--- src/rtl/coin_dispenser.sv ---
// Change/refund dispenser: pays a nickel-unit amount as one-cycle dime/nickel pulses, dimes first.
// Optional COIN_DISPENSER_HOLD_EN adds a hold input that freezes dispensing while in ISSUE or GAP.
module coin_dispenser #(
  parameter int AMT_W      = 5,
  parameter int GAP_CYCLES = 1,
  parameter int DIME_STOCK = 15
) (
  input  logic             clk,
  input  logic             reset,
  input  logic             start,
  input  logic [AMT_W-1:0] amount,
  input  logic             refill,
`ifdef COIN_DISPENSER_HOLD_EN
  input  logic             hold,
`endif
  output logic             busy,
  output logic             n,
  output logic             d,
  output logic             done,
  output logic             dime_empty
);

  typedef enum logic [1:0] {IDLE, ISSUE, GAP, FIN} state_t;

  localparam int              GW         = (GAP_CYCLES < 2) ? 1 : $clog2(GAP_CYCLES + 1);
  localparam logic [7:0]      STOCK_INIT = 8'(DIME_STOCK);
  localparam logic [GW-1:0]   GAP_INIT   = GW'(GAP_CYCLES);

  state_t           state, state_nx;
  logic [AMT_W-1:0] rem, rem_nx;
  logic [7:0]       stock, stock_nx;
  logic [GW-1:0]    gap_cnt, gap_nx;
  logic             give_dime, give_nickel;
  logic             busy_nx, n_nx, d_nx, done_nx, dime_empty_nx;
  logic             frozen;

`ifdef COIN_DISPENSER_HOLD_EN
  assign frozen = hold && (state == ISSUE || state == GAP);
`else
  assign frozen = 1'b0;
`endif

  always_ff @(posedge clk) begin
    if (!reset) begin
      state      <= IDLE;
      rem        <= '0;
      stock      <= STOCK_INIT;
      gap_cnt    <= '0;
      busy       <= 1'b0;
      n          <= 1'b0;
      d          <= 1'b0;
      done       <= 1'b0;
      dime_empty <= (STOCK_INIT == 8'd0);
    end else begin
      state      <= state_nx;
      rem        <= rem_nx;
      stock      <= stock_nx;
      gap_cnt    <= gap_nx;
      busy       <= busy_nx;
      n          <= n_nx;
      d          <= d_nx;
      done       <= done_nx;
      dime_empty <= dime_empty_nx;
    end
  end

  always_comb begin
    state_nx    = state;
    rem_nx      = rem;
    stock_nx    = stock;
    gap_nx      = gap_cnt;
    give_dime   = 1'b0;
    give_nickel = 1'b0;
    case (state)
      IDLE: begin
        if (start) begin
          rem_nx   = amount;
          state_nx = (amount == '0) ? FIN : ISSUE;
        end
      end
      ISSUE: begin
        if (!frozen) begin
          // a dime is only taken with remaining>=2, so remaining cannot underflow
          if (rem >= AMT_W'(2) && stock != 8'd0) begin
            give_dime = 1'b1;
            rem_nx    = rem - AMT_W'(2);
            stock_nx  = stock - 8'd1;
          end else begin
            give_nickel = 1'b1;
            rem_nx      = rem - AMT_W'(1);
          end
          if (rem_nx == '0) begin
            state_nx = FIN;
          end else if (GAP_CYCLES > 0) begin
            state_nx = GAP;
            gap_nx   = GAP_INIT;
          end
        end
      end
      GAP: begin
        if (!frozen) begin
          gap_nx = gap_cnt - GW'(1);
          if (gap_cnt <= GW'(1)) state_nx = ISSUE;
        end
      end
      FIN:     state_nx = IDLE;
      default: state_nx = IDLE;
    endcase
    if (refill) stock_nx = STOCK_INIT;
  end

  // Output values are decided here and registered alongside the state.
  always_comb begin
    busy_nx       = (state != IDLE);
    n_nx          = give_nickel;
    d_nx          = give_dime;
    done_nx       = (state == FIN);
    dime_empty_nx = (stock == 8'd0);
  end

endmodule

--- config.mk ---
export PLATFORM = sky130hd
export DESIGN_NAME = coin_dispenser
export DESIGN_NICKNAME = d
export VERILOG_FILES = /design/src/rtl/coin_dispenser.sv
export SDC_FILE = /design/constraint.sdc
export NUM_CORES = 1
export LEC_CHECK = 0
export ABC_CLOCK_PERIOD_IN_PS = 2900
export CAP_MARGIN = 20
export CORE_MARGIN = 3
export CORE_UTILIZATION = 50
export DETAILED_ROUTE_END_ITERATION = 12
export GPL_TIMING_DRIVEN = 0
export PLACE_DENSITY = 0.79
export SYNTH_ARGS = -nofsm -noshare
export SYNTH_HDL_FRONTEND = slang
export SYNTH_SLANG_ARGS = --single-unit
--- constraint.sdc ---
create_clock -name clk -period 2.9 [get_ports clk]
set_input_delay 0.29 -clock clk [delete_from_list [all_inputs] [get_ports clk]]
set_output_delay 0.29 -clock clk [all_outputs]
set_load 0.01 [all_outputs]
==> results.json <==
{
  "initial_core_util": 0.544,
  "slew_violations": 0,
  "clock_skew_ps": 16.7,
  "final_cells": 179,
  "dieArea_um2": 2800,
  "tightestPinTransition_ps": 939,
  "hold_class": "flop to flop",
  "hold_slack_ps": 523,
  "final_hold_viol_count": 0,
  "syn_area_um2": 1100,
  "yosys_warnings": 0,
  "chipWidth_um": 52.9,
  "drv_cap": 0,
  "synthCells": 135,
  "n_antenna_cell": 0,
  "routed_via_density": 5.66,
  "clk_pin_slew_ps": 120,
  "layout-drive-gt1-share": 0.0724,
  "synth_top_area_frac": 0.364,
  "max_freq_mhz": 402,
  "fp.dieH_um": 52.9,
  "synth_top_cell_by_area": "dfxtp_1",
  "critical_path.startpoint_type": "flop",
  "final_antenna_net_count": 0,
  "cts.repair.resized": 0,
  "antenna_found_initial": 0,
  "grt_pass1_vias": 931,
  "cts_root_buf": "clkbuf_4",
  "clock_latency_ps": 310,
  "grt_overflow": 0,
  "nNetsFinal": 167,
  "grt_max_degree": 13,
  "core_um2": 2020,
  "synth-main-ff-cell": "dfxtp_1",
  "port_buffers": 13,
  "cp-end-kind": "flop",
  "grt_pass1_wl_um": 4150,
  "status": "complete, no violations",
  "ir_worst_vdd_uv": 445,
  "cts.sinks": 20,
  "htree_num_levels": 1,
  "p_per_area_nw_per_um2": 570,
  "crit_arrival_ps": 2740,
  "rsz0062_at_grt": "false",
  "synth.area.top_cells": "dfxtp_1 (36%), ha_1 (5.7%), nand2_1 (4.4%), a21oi_1 (4.1%), nor2_1 (4.1%)",
  "p_sw_mw": 0.226,
  "fin_setup_tns_ps": 0,
  "p_seq_frac": 0.422,
  "swShare": 0.302,
  "path_class": "flop to flop",
  "p_comb_frac": 0.276,
  "synth-seq-cells": 20,
  "cts_tree": "built",
  "wl_per_cell_um": 13.0,
  "syn_to_final_growth_pct": 19.7,
  "synth_edf_count": 0,
  "drtIter0Drc": 34,
  "drc": 0,
  "ys_types": 42,
  "syn-num-nets": 149,
  "place_ws_ps": 467,
  "p_int_mw": 0.524,
  "critPathMaxFanout": 9,
  "core.rowCount": 16,
  "hpwl_um": 1740,
  "vias": 1014,
  "relSlewSlack": 0.369,
  "setup_ws_ps": 411,
  "p_leak_nw": 0.478,
  "setup_viol": 0,
  "n_fill_cell": 163,
  "first_pass_iters": 4,
  "syn_area_per_cell_um2": 8.15,
  "routed_wl_um": 2330,
  "cts_setup_buffers": 0,
  "min_period_ps": 2490,
  "cts_buffers": 3,
  "async_reset_ff_frac": 0,
  "critPathRequiredTime_ps": 3150,
  "yosysSeqAreaShare": 0.364,
  "track_usage": 0.197,
  "ctsHoldBuffers": 0,
  "finalCritPeriodShare": 0.858,
  "dp_cells": 175,
  "finalWeightedCongestion": 0.848,
  "pwr-share-clk": 0.302,
  "clock_path_buffers": 2,
  "io_pins": 14
}
## routing by layer
metal,part of all wire,up-vias,GRT usage
li1,-,524,-
met1,0.47,461,0.251
met2,0.47,27,0.333
met3,0.057,2,0.0535
met4,0.0043,0,0.0383
met5,0,-,0
## power by group through the flow
| stage | clock network, mW | registers, mW | logic (mW) |
|---|---|---|---|
| floorplan | 0 | 0.319 | 0.150 |
| global placement | 0 | 0.321 | 0.200 |
| detailed placement | 0 | 0.322 | 0.205 |
| CTS | 0.232 | 0.316 | 0.206 |
| global route | 0.239 | 0.321 | 0.234 |
| finish | 0.227 | 0.316 | 0.207 |
## worst max-delay path, stage by stage, from the launching register on
cell and delay [ps]:
dfxtp_1 360, inv_1 60, ha_1 170, or3b_4 420, nor4_2 700, o21ai_0 210
a222oi_1 370, o2bb2ai_1 150
## state kept, by name (all words and copies together), names as in the netlist
signal	cells
d	1
done	1
rem	5
stock	8
n	1
dime_empty	1
busy	1
state	2
## path summary, 6_finish.rpt
kind	slack [ps]	to	from	depth (start not counted)
worst min register to register	520	stock[7]	stock[7]	2
worst min-delay path	520	stock[7]	stock[7]	2
worst max register to register	410	state[0]	stock[0]	7
worst max-delay path	410	state[0]	stock[0]	7
## layout make-up
class | count | area, um^2 | share of cell area
flip-flops and latches | 20 | 400 | 0.304
inverters | 6 | 22.5 | 0.0171
repair buffers | 13 | 130 | 0.0989
plain buffers | 6 | 33.8 | 0.0257
well taps | 27 | 33.8 | 0.0257
clock inverters | 1 | 30.0 | 0.0228
clock buffers | 3 | 22.5 | 0.0171
multi-input cells | 103 | 643 | 0.489
## synth_stat cells (2+ instances only)
library cell	count
a21oi_1	9
a31oi_1	2
clkbuf_1	3
dfxtp_1	20
ha_1	5
inv_1	5
nand2_1	13
nand2b_1	4
nand3_1	2
nand4_1	3
nor2_1	12
nor2b_1	3
nor3_1	7
nor4_1	5
o21ai_0	6
o31ai_1	3
or3_1	3
xnor2_1	4
xor2_1	3
## metrics by stage
step                      total power [mW]   util  instance area [um^2]
after floorplan                      0.469      -                  1100
after global placement               0.521  0.625                  1260
after detailed placement             0.527  0.625                  1260
after CTS                            0.753  0.651                  1320
after global routing                 0.794  0.651                  1320
final                                0.750  0.651                  1320
## placed cells by master, fill, tap and decap left out, types with 2 or more instances in the layout
cell	instances
clkbuf_1	3
a21oi_1	9
xor2_1	3
nor2b_1	3
nand4_1	3
a31oi_1	2
ha_1	5
nand2b_1	4
o31ai_1	3
xnor2_1	4
dfxtp_1	20
clkdlybuf4s50_1	13
o21ai_0	6
inv_1	5
nand3_1	2
nor3_1	7
nand2_1	13
nor4_1	5
or3_1	3
nor2_1	12
clkbuf_4	3
## kinds of logic (layout without fill, tap and decap cells)
kind of cell | count (synthesis) | in the layout | synth area share
adder cells (fa/ha/maj) | 5 | 5 | 0.0569
AND/OR/NAND/NOR | 62 | 62 | 0.306
flip-flops | 20 | 20 | 0.364
XOR/XNOR | 7 | 7 | 0.0557
AO/OA/AOI/OAI | 29 | 29 | 0.166
buffers and inverters | 12 | 29 | 0.0512
(Power assumes the default switching activity.)
